[src/rtl/spi_stream_ctrl.sv]
// Generic synchronous FIFO: head is readable combinationally, zero when empty.
// Push refused when full and pop refused when empty; simultaneous push/pop keeps occupancy.
module spi_stream_fifo #(
    parameter int WIDTH = 8,
    parameter int DEPTH = 8
) (
    input  logic             clk,
    input  logic             reset_n,
    input  logic             wr_vld,
    input  logic [WIDTH-1:0] wr_dat,
    input  logic             rd_rdy,
    output logic [WIDTH-1:0] rd_dat,
    output logic             full,
    output logic             empty
);
    localparam int AW = (DEPTH > 1) ? $clog2(DEPTH) : 1;
    localparam int CW = AW + 1;

    logic [WIDTH-1:0] mem [DEPTH];
    logic [AW-1:0]    wr_ptr;
    logic [AW-1:0]    rd_ptr;
    logic [CW-1:0]    cnt;
    logic             do_push;
    logic             do_pop;

    assign full    = (cnt == CW'(DEPTH));
    assign empty   = (cnt == '0);
    assign do_push = wr_vld && !full;
    assign do_pop  = rd_rdy && !empty;
    assign rd_dat  = empty ? '0 : mem[rd_ptr];

    always_ff @(posedge clk) begin
        if (!reset_n) begin
            wr_ptr <= '0;
            rd_ptr <= '0;
            cnt    <= '0;
        end else begin
            if (do_push) wr_ptr <= wr_ptr + 1'b1;
            if (do_pop)  rd_ptr <= rd_ptr + 1'b1;
            if (do_push && !do_pop)
                cnt <= cnt + 1'b1;
            else if (do_pop && !do_push)
                cnt <= cnt - 1'b1;
        end
    end

    always_ff @(posedge clk) begin
        if (do_push) mem[wr_ptr] <= wr_dat;
    end
endmodule

// SPI slave register-port sequencer exposing RX/TX byte streams; rx byte visible 3 cycles after RRDY.
// Core reads stall while the RX FIFO is full (overrun counted); tx_ready deasserts when TX FIFO full.
module spi_stream_ctrl #(
    parameter int FIFO_DEPTH    = 8,
    parameter int STATUS_PERIOD = 256
) (
    input  logic        clk,
    input  logic        reset_n,
    output logic        spi_select,
    output logic        read_n,
    output logic        write_n,
    output logic [2:0]  mem_addr,
    output logic [15:0] data_from_cpu,
    input  logic [15:0] data_to_cpu,
    input  logic        dataavailable,
    input  logic        readyfordata,
    output logic [7:0]  rx_data,
    output logic        rx_valid,
    input  logic        rx_ready,
    input  logic [7:0]  tx_data,
    input  logic        tx_valid,
    output logic        tx_ready,
    output logic [7:0]  rx_ovf_cnt,
    output logic [7:0]  tx_ovf_cnt
);
    localparam logic [2:0]  ADDR_RX     = 3'd0;
    localparam logic [2:0]  ADDR_TX     = 3'd1;
    localparam logic [2:0]  ADDR_STATUS = 3'd2;
    localparam logic [2:0]  ADDR_CTRL   = 3'd3;
    localparam logic [15:0] POLL_LAST   = 16'(STATUS_PERIOD - 1);

    typedef enum logic [3:0] {
        INIT_W1, INIT_W2, IDLE, RD1, RD2, WR1, WR2,
        ST1, ST2, CLR1, CLR2, GAP
    } state_t;

    state_t      state;
    logic [15:0] poll_timer;
    logic        poll_due;
    logic        rx_full;
    logic        rx_empty;
    logic        tx_full;
    logic        tx_empty;
    logic [7:0]  tx_head;
    logic        roe;
    logic        toe;
    logic        unused_hi;

    assign poll_due  = (poll_timer == POLL_LAST);
    assign roe       = data_to_cpu[3];
    assign toe       = data_to_cpu[4];
    assign unused_hi = ^data_to_cpu[15:8];
    assign rx_valid  = !rx_empty;
    assign tx_ready  = !tx_full;

    spi_stream_fifo #(.WIDTH(8), .DEPTH(FIFO_DEPTH)) u_rx_fifo (
        .clk     (clk),
        .reset_n (reset_n),
        .wr_vld  (state == RD2),
        .wr_dat  (data_to_cpu[7:0]),
        .rd_rdy  (rx_ready),
        .rd_dat  (rx_data),
        .full    (rx_full),
        .empty   (rx_empty)
    );

    spi_stream_fifo #(.WIDTH(8), .DEPTH(FIFO_DEPTH)) u_tx_fifo (
        .clk     (clk),
        .reset_n (reset_n),
        .wr_vld  (tx_valid),
        .wr_dat  (tx_data),
        .rd_rdy  (state == WR2),
        .rd_dat  (tx_head),
        .full    (tx_full),
        .empty   (tx_empty)
    );

    // Strobes are registered on entry to X1 so they are valid for exactly the X1 and X2 cycles.
    always_ff @(posedge clk) begin
        if (!reset_n) begin
            state         <= INIT_W1;
            spi_select    <= 1'b0;
            read_n        <= 1'b1;
            write_n       <= 1'b1;
            mem_addr      <= 3'd0;
            data_from_cpu <= 16'h0000;
            poll_timer    <= 16'd0;
            rx_ovf_cnt    <= 8'd0;
            tx_ovf_cnt    <= 8'd0;
        end else begin
            if (!poll_due) poll_timer <= poll_timer + 16'd1;

            case (state)
                INIT_W1: begin
                    // Reset leaves the strobes idle, so the first free cycle launches the access.
                    if (!spi_select) begin
                        spi_select    <= 1'b1;
                        write_n       <= 1'b0;
                        mem_addr      <= ADDR_CTRL;
                        data_from_cpu <= 16'h0000;
                    end else begin
                        state <= INIT_W2;
                    end
                end
                INIT_W2: begin
                    state      <= GAP;
                    spi_select <= 1'b0;
                    write_n    <= 1'b1;
                end
                IDLE: begin
                    if (dataavailable && !rx_full) begin
                        state      <= RD1;
                        spi_select <= 1'b1;
                        read_n     <= 1'b0;
                        mem_addr   <= ADDR_RX;
                    end else if (readyfordata && !tx_empty) begin
                        state         <= WR1;
                        spi_select    <= 1'b1;
                        write_n       <= 1'b0;
                        mem_addr      <= ADDR_TX;
                        data_from_cpu <= {8'h00, tx_head};
                    end else if (poll_due) begin
                        state      <= ST1;
                        spi_select <= 1'b1;
                        read_n     <= 1'b0;
                        mem_addr   <= ADDR_STATUS;
                        poll_timer <= 16'd0;
                    end
                end
                RD1: state <= RD2;
                RD2: begin
                    state      <= GAP;
                    spi_select <= 1'b0;
                    read_n     <= 1'b1;
                end
                WR1: state <= WR2;
                WR2: begin
                    state      <= GAP;
                    spi_select <= 1'b0;
                    write_n    <= 1'b1;
                end
                ST1: state <= ST2;
                ST2: begin
                    if (roe && rx_ovf_cnt != 8'hFF) rx_ovf_cnt <= rx_ovf_cnt + 8'd1;
                    if (toe && tx_ovf_cnt != 8'hFF) tx_ovf_cnt <= tx_ovf_cnt + 8'd1;
                    if (roe || toe) begin
                        state         <= CLR1;
                        read_n        <= 1'b1;
                        write_n       <= 1'b0;
                        data_from_cpu <= 16'h0000;
                    end else begin
                        state      <= GAP;
                        spi_select <= 1'b0;
                        read_n     <= 1'b1;
                    end
                end
                CLR1: state <= CLR2;
                CLR2: begin
                    state      <= GAP;
                    spi_select <= 1'b0;
                    write_n    <= 1'b1;
                end
                GAP: state <= IDLE;
                default: begin
                    state      <= IDLE;
                    spi_select <= 1'b0;
                    read_n     <= 1'b1;
                    write_n    <= 1'b1;
                end
            endcase
        end
    end
endmodule
[config.mk]
export PLATFORM = sky130hd
export DESIGN_NAME = spi_stream_ctrl
export DESIGN_NICKNAME = d
export VERILOG_FILES = /design/src/rtl/spi_stream_ctrl.sv
export SDC_FILE = /design/constraint.sdc
export NUM_CORES = 1
export LEC_CHECK = 0
export CAP_MARGIN = 20
export CORE_MARGIN = 2
export CORE_UTILIZATION = 35
export DETAILED_ROUTE_END_ITERATION = 8
export GPL_ROUTABILITY_DRIVEN = 0
export GPL_TIMING_DRIVEN = 1
export PLACE_DENSITY = 0.55
export SLEW_MARGIN = 20
export SYNTH_ARGS = -nofsm -noshare
export SYNTH_HDL_FRONTEND = slang
export SYNTH_SLANG_ARGS = --single-unit
[constraint.sdc]
create_clock -name clk -period 3.5 [get_ports clk]
set_clock_uncertainty 0.15 [all_clocks]
set_input_delay 0.35 -clock clk [delete_from_list [all_inputs] [get_ports clk]]
set_output_delay 0.35 -clock clk [all_outputs]
set_load 0.1 [all_outputs]
# Yosys cells after proc, flatten, opt, wreduce, memory -nomap -nowiden
# Memories as Yosys holds them, arrays and structs flattened. A register that Yosys moved wholly into a read port is not among the register bits.
# Cells that the tools add are included.
# Widths: inputs -> output; s select.
totals:
  inputBits: 30
  ram_bits: 128
  output_inout_bits: 48
  elab_cells: 145
  mem_count: 2
  reg_bits: 78
op_classes:
  n_reduce_logical: 40
  n_addsub: 11
  n_bitwise: 3
  muxes: 49
  eq_ne: 25
mem_list:
  columns: ["memory", "words", "word_bits", "read_ports", "rd_ports_with_merged_regs", "write_ports", "line_no", "text"]
  rows:
  - ["u_rx_fifo.mem", 8, 8, 1, 1, 1, "19", "logic [WIDTH-1:0] mem [DEPTH];"]
  - ["u_tx_fifo.mem", 8, 8, 1, 1, 1, "19", null]
op_table:
  columns: ["op", "count"]
  rows:
  - ["$mux 16", 9]
  - ["$pmux 16 s3", 1]
  - ["$mux 4", 8]
  - ["$pmux 4 s8", 1]
  - ["$eq 4x4->1 const B", 6]
  - ["$mux 3", 8]
  - ["$add 16x1->16 const B", 1]
  - ["$add 8x1->8 const B", 2]
  - ["$eq 16x8->1 const B", 1]
  - ["$eq 4x3->1 const B", 4]
  - ["$mux 8", 2]
  - ["$ne 8x8->1 const B", 2]
  - ["$mux 1", 15]
  - ["$add 3x1->3 const B", 4]
  - ["$logic_and 1x1->1", 12]
  - ["$logic_not 4->1", 3]
  - ["$ne 2x2->1 const B", 6]
  - ["$reduce_and 5->1", 2]
  - ["$reduce_and 3->1", 3]
  - ["$reduce_or 9->1", 1]
  - ["$add 4x1->4 const B", 2]
  - ["$eq 4x2->1 const B", 2]
  - ["$logic_not 1->1", 8]
  - ["$pmux 1 s4", 2]
  - ["15 further kinds", 23]

# Depth between registers and ports, before layout
logic_depth:
  ltp_word: 7
  ltp_mapped: 12
  mapped_depth_nobuf: 12

# By module
# Synthesis repeated with hierarchy kept, for this count alone.
unflattened:
  cells_unflattened: 659
  area_unflattened_um2: 8924.8
by_module_without_submodules:
  columns: ["mod", "instances", "seq_area_each_um2", "area_per_inst_um2", "cells_each"]
  rows:
  - ["spi_stream_fifo", 2, 2182.1, 3165.5, 174]
  - ["spi_stream_ctrl", 1, 980.9, 2593.7, 311]

# Worst setup path before layout
# Ideal clock, no wire load.
synth_path:
  path_type: "flip-flop to flip-flop"
  from: "register u_rx_fifo.cnt[0]"
  to: "register u_rx_fifo.cnt[3]"
  setup_slack_ps: 126
  period_less_slack_ps: 3374
  n_path_buf: 0
  setup_time_ps: 76
  required_time_ps: 3274
  arrival_time_ps: 3148
  stages_incl_launch_ff: 12
  path_cell_list: "dfxtp_1 nor4_2 inv_1 nand2_1 ha_1 inv_1 ha_1 a21o_1 a21oi_1 xnor2_1 or3_1 a21boi_0"
synth_via:
  elab_chain_cells: 6
  word_cells_on_any_way: 15
  cone_classes: "add/sub: 2; eq/ne: 1; mux: 2; reduce/logical: 10"
synth_rtl:
  columns: ["item", "line_no", "text"]
  rows:
  - ["from (decl)", "22", "logic [CW-1:0] cnt;"]
  - ["from (signal assigned)", "41", "cnt <= cnt + 1'b1;"]
  - ["from (signal assigned)", "43", "cnt <= cnt - 1'b1;"]
  - ["$logic_not 4->1 (*)", "27", "assign empty = (cnt == '0);"]
  - ["$logic_not 1->1 (*)", null, null]
  - ["net rx_valid", "69", "output logic rx_valid,"]
  - ["$logic_and 1x1->1 (*)", "29", "assign do_pop = rd_rdy && !empty;"]
  - ["$logic_not 1->1", "40", "if (do_push && !do_pop)"]
  - ["$logic_and 1x1->1", "40", null]
  - ["$mux 4 or $reduce_bool 2->1 (tied branches)", null, null]
# The timed path passes the listed nets; every way through them passes the cells marked *. The select of a mux whose other input is x is not followed.
# A chain may end at the register's enable or synchronous reset.

# Final worst setup path
layout_path:
  from: "register u_rx_fifo.cnt[0]"
  to: "register u_rx_fifo.cnt[3]"
layout_via:
  elab_chain_cells: 6
  word_cells_on_any_way: 15
  cone_classes: "add/sub: 2; eq/ne: 1; mux: 2; reduce/logical: 10"
layout_rtl:
  columns: ["item", "line_no", "text"]
  rows:
  - ["$eq 4x4->1 (*)", "26", "assign full = (cnt == CW'(DEPTH));"]
  - ["$logic_not 1->1 (*)", "28", "assign do_push = wr_vld && !full;"]
  - ["$logic_and 1x1->1 (*)", "28", null]
  - ["net u_rx_fifo.do_push", "23", "logic do_push;"]
  - ["$logic_not 1->1", "42", "else if (do_pop && !do_push)"]
  - ["$logic_and 1x1->1", "42", null]
  - ["$reduce_bool 2->1 (no source line)", null, null]
# Marked as above.

==> impl_metrics.ini <==
[logic_synthesis]
syn-cell-area_um2 = 8570
synth_seq_area_share = 0.624
dominantRegCellSynth = sky130_fd_sc_hd__edfxtp_1
synth_warnings = 0
synth_area_per_cell_um2 = 13.7
post_synth_num_cell_types = 58
post_synth_edffs = 128
async_flop_share = 0
synthCells = 624
flip_flop_and_latch_count_after_synthesis = 203

[timing]
max_slew.worst_pin.slew_ns = 1.01
final_hold_viol_count = 0
fin_setup_tns_ns = 0
unrepaired_setup_endpoints_after_global_routing = false
period_share = 0.909
fin_hold_ws_ns = 0.175
max_slew_margin = 0.322
setup_viol = 0
finalCriticalPeriod_ns = 3.18
max_freq_ghz = 0.314
report.final.slew_viol_count = 0
final_critical_path_setup_slack_ns = 0.319

[detailed_routing]
antenna_violating_nets_post_route = 0
via_per_inst = 4.99
initialDrtViolationCount = 287
num_vias = 5217
drt-total-wl_um = 17400
detail_route.wl_per_cell_um = 16.6
drt_pass1_iterations = 4
post_detailed_route_drc_marker_count = 0

[power_and_ir_drop]
irDropWorstVdd_mv = 0.610
power_switching_uw = 2750
cellPowerDensity_nw_per_um2 = 736
p_clk_frac = 0.315
leakagePower_uw = 0.00356
power.share.combinational = 0.304
power.sequential.fraction = 0.380
power_switching_share = 0.361
int_power_uw = 4860

[setup_path]
critical_path.startpoint_type = flip-flop
cp-end-kind = flip-flop
count_of_cells_along_the_worst_register_to_register_path = 11
critical_path.reg2reg.endpoint = u_rx_fifo.cnt[3]$_SDFFE_PN0P_
crit_required_ns = 3.78
critPathMaxFanout = 6
cp_data_arrival_time_ns = 3.46
reg2reg_from = u_rx_fifo.cnt[0]$_SDFFE_PN0P_
setup.worst_path.class = reg -> reg
ff2ff_setup_slack_ns = 0.32

[clock_tree]
cts_tree = yes
cts_max_path_buffers = 3
post_cts.repair.setup_buffers = 0
htree_num_levels = 1
root_buffer = sky130_fd_sc_hd__clkbuf_16
cts.hold.buffers_added = 0
tritoncts_num_sinks = 203
clk_latency_ns = 0.50
cts_inserted_buffers = 23
cts_resized = 0
clk_pin_slew_ns = 0.06

[grt]
gr-total-overflow = 0
grt_antenna_before_repair = 0
grt_pass1_vias = 5304
grt_first_pass_wirelength_um = 28000
pin_count_of_the_biggest_net_entering_global_routing = 36
grtUsageTotal = 0.136

[cells_and_area]
area_growth_syn_to_layout_pct = 20.5
finish.net_count = 750
post_route_cells_drive_above_1_share = 0.155
antenna_diode_count = 0

[placed_design]
post_dp_hpwl_um = 11200
portBuffers = 60
pre_cts_worst_setup_slack_ns = 0.321

[floorplan]
die_height_um = 160
top_level_ports = 78
core_region_area_um2 = 24200
die_width_um = 160
placement_rows = 57
effective_utilization_at_floorplan = 0.354
dieArea_um2 = 25800

[worst_hold_path]
timing.hold.worst.start = reset_n
hold_path_end = spi_select$_SDFFE_PN0P_
depth_of_the_worst_hold_timing_path = 2
timing.hold.worst.class = in -> reg

[run]
max-cap-violations = 0

[status]
status = complete, no violations
[state kept, by name (all words and copies together), names as in the netlist, 4 cells and up, named ones only]
name and count:
rx_ovf_cnt 8, u_tx_fifo.cnt 4, data_from_cpu 8, u_rx_fifo.mem 64
u_rx_fifo.cnt 4, state 4, poll_timer 16, tx_ovf_cnt 8
u_tx_fifo.mem 64
[per-stage QoR]
stage / util / cell area (um2) / instances / total power, uW
final: 0.427 / 10300 / 1045 / 7600
after global routing: 0.427 / 10300 / 1045 / 7970
after CTS: 0.427 / 10300 / 1045 / 7700
after detailed placement: 0.396 / 9570 / 1003 / 5280
after global placement: 0.396 / 9570 / 1003 / 5230
after floorplan: - / 8600 / 632 / 4720
[layer usage]
layer	global-route usage	up-vias	wire length (um)
met5	0	-	0
met2	0.250	100	9000
li1	-	2479	-
met1	0.164	2610	7300
met4	0.0324	0	317
met3	0.0279	28	765
[kinds of logic (layout without fill, tap and decap cells)]
group | after synthesis | in the layout | synth area share
DFF | 203 | 203 | 0.624
adders and majority gates | 17 | 17 | 0.0263
AOI/OAI and AO/OA | 76 | 76 | 0.0597
and+or+nand+nor | 196 | 196 | 0.122
other | 1 | 9 | 0.000438
muxes | 55 | 55 | 0.111
xor gates and xnor gates | 31 | 31 | 0.0317
buffers and inverters | 45 | 134 | 0.0253
[synth_stat cells (3+ instances only)]
cell / n / area share
sky130_fd_sc_hd__or4_1: 3 / 0.0026
sky130_fd_sc_hd__mux4_2: 32 / 0.084
sky130_fd_sc_hd__mux2i_1: 23 / 0.027
sky130_fd_sc_hd__edfxtp_1: 128 / 0.45
sky130_fd_sc_hd__buf_4: 9 / 0.0079
sky130_fd_sc_hd__and3_1: 6 / 0.0044
sky130_fd_sc_hd__and2_1: 28 / 0.020
sky130_fd_sc_hd__nand2_1: 36 / 0.016
sky130_fd_sc_hd__ha_1: 14 / 0.020
sky130_fd_sc_hd__a31oi_1: 5 / 0.0036
sky130_fd_sc_hd__inv_1: 13 / 0.0057
sky130_fd_sc_hd__xor2_1: 13 / 0.013
sky130_fd_sc_hd__clkbuf_1: 13 / 0.0057
sky130_fd_sc_hd__nand3_1: 27 / 0.016
sky130_fd_sc_hd__nor2b_1: 12 / 0.0088
sky130_fd_sc_hd__o21ai_0: 18 / 0.011
sky130_fd_sc_hd__dfxtp_1: 75 / 0.18
sky130_fd_sc_hd__a21boi_0: 10 / 0.0088
sky130_fd_sc_hd__o211a_1: 3 / 0.0035
sky130_fd_sc_hd__or3_1: 5 / 0.0036
sky130_fd_sc_hd__nand2b_1: 5 / 0.0036
sky130_fd_sc_hd__nor2_1: 34 / 0.015
sky130_fd_sc_hd__xnor2_1: 18 / 0.018
sky130_fd_sc_hd__o211ai_1: 3 / 0.0026
sky130_fd_sc_hd__a21oi_1: 12 / 0.0070
sky130_fd_sc_hd__nor3_1: 19 / 0.011
sky130_fd_sc_hd__o21bai_1: 3 / 0.0026
sky130_fd_sc_hd__nor3b_1: 4 / 0.0035
sky130_fd_sc_hd__buf_1: 4 / 0.0018
sky130_fd_sc_hd__nand4_1: 4 / 0.0029
sky130_fd_sc_hd__buf_2: 5 / 0.0029
sky130_fd_sc_hd__o31ai_1: 9 / 0.0079
[worst max-delay path by stage]
stage | start | to | slack [ns] | cells past startpoint
floorplan | u_rx_fifo.cnt[0]$_SDFFE_PN0P_ | u_rx_fifo.cnt[3]$_SDFFE_PN0P_ | 0.13 | 11
global placement | u_rx_fifo.cnt[0]$_SDFFE_PN0P_ | u_rx_fifo.cnt[3]$_SDFFE_PN0P_ | 0.45 | 11
detailed placement | u_rx_fifo.cnt[0]$_SDFFE_PN0P_ | u_rx_fifo.cnt[3]$_SDFFE_PN0P_ | 0.32 | 11
CTS | u_rx_fifo.cnt[0]$_SDFFE_PN0P_ | u_rx_fifo.cnt[3]$_SDFFE_PN0P_ | 0.31 | 11
global route | u_rx_fifo.cnt[0]$_SDFFE_PN0P_ | u_rx_fifo.cnt[3]$_SDFFE_PN0P_ | 0.09 | 11
finish | u_rx_fifo.cnt[0]$_SDFFE_PN0P_ | u_rx_fifo.cnt[3]$_SDFFE_PN0P_ | 0.32 | 11
[worst max-delay path, stage by stage (launching register included)]
cell	delay [ns]
sky130_fd_sc_hd__dfxtp_1	0.37
sky130_fd_sc_hd__or4b_1	0.64
sky130_fd_sc_hd__nand3_1	0.26
sky130_fd_sc_hd__inv_1	0.15
sky130_fd_sc_hd__ha_1	0.23
sky130_fd_sc_hd__inv_1	0.13
sky130_fd_sc_hd__ha_1	0.25
sky130_fd_sc_hd__a21o_1	0.18
sky130_fd_sc_hd__a21oi_1	0.18
sky130_fd_sc_hd__xnor2_1	0.10
sky130_fd_sc_hd__or3_1	0.30
sky130_fd_sc_hd__a21boi_0	0.16
[power by group through the flow]
stage / Clock, uW / Combinational (uW) / Sequential (uW)
3_5_place_dp: 0 / 2330 / 2950
3_3_place_gp: 0 / 2300 / 2930
4_1_cts: 2460 / 2340 / 2890
6_report: 2400 / 2320 / 2890
5_1_grt: 2570 / 2490 / 2920
2_1_floorplan: 0 / 1620 / 3100
[area by class of cell]
| cell class | count | area [um2] |
|---|---|---|
| multi-input combinational | 384 | 3050 |
| clock buffer | 25 | 583 |
| clock inverter | 17 | 180 |
| fill | 2199 | 13800 |
| sequential | 203 | 5350 |
| inverter | 13 | 48.8 |
| tap | 324 | 405 |
| timing repair buffer | 79 | 713 |
[layout by cell type (no fill, tap or decap), types with 4 or more instances in the layout]
| cell type | n |
|---|---|
| sky130_fd_sc_hd__and3_1 | 6 |
| sky130_fd_sc_hd__xor2_1 | 13 |
| sky130_fd_sc_hd__nand4_1 | 4 |
| sky130_fd_sc_hd__nor3_1 | 16 |
| sky130_fd_sc_hd__nand2_1 | 36 |
| sky130_fd_sc_hd__clkdlybuf4s50_1 | 49 |
| sky130_fd_sc_hd__clkbuf_16 | 23 |
| sky130_fd_sc_hd__a31oi_1 | 5 |
| sky130_fd_sc_hd__nor2b_1 | 12 |
| sky130_fd_sc_hd__mux4_2 | 32 |
| sky130_fd_sc_hd__edfxtp_1 | 128 |
| sky130_fd_sc_hd__nor3b_1 | 4 |
| sky130_fd_sc_hd__clkinvlp_4 | 4 |
| sky130_fd_sc_hd__dfxtp_1 | 75 |
| sky130_fd_sc_hd__clkinv_1 | 4 |
| sky130_fd_sc_hd__mux2i_1 | 23 |
| sky130_fd_sc_hd__nor2_1 | 34 |
| sky130_fd_sc_hd__nand2b_1 | 5 |
| sky130_fd_sc_hd__ha_1 | 14 |
| sky130_fd_sc_hd__xnor2_1 | 18 |
| sky130_fd_sc_hd__a21oi_1 | 12 |
| sky130_fd_sc_hd__nand3_1 | 27 |
| sky130_fd_sc_hd__or3_1 | 5 |
| sky130_fd_sc_hd__conb_1 | 9 |
| sky130_fd_sc_hd__inv_1 | 13 |
| sky130_fd_sc_hd__o31ai_1 | 9 |
| sky130_fd_sc_hd__a21boi_0 | 10 |
| sky130_fd_sc_hd__o21ai_0 | 18 |
| sky130_fd_sc_hd__and2_1 | 28 |
| sky130_fd_sc_hd__buf_4 | 29 |
Note: power is estimated with default switching activity, not from simulation.
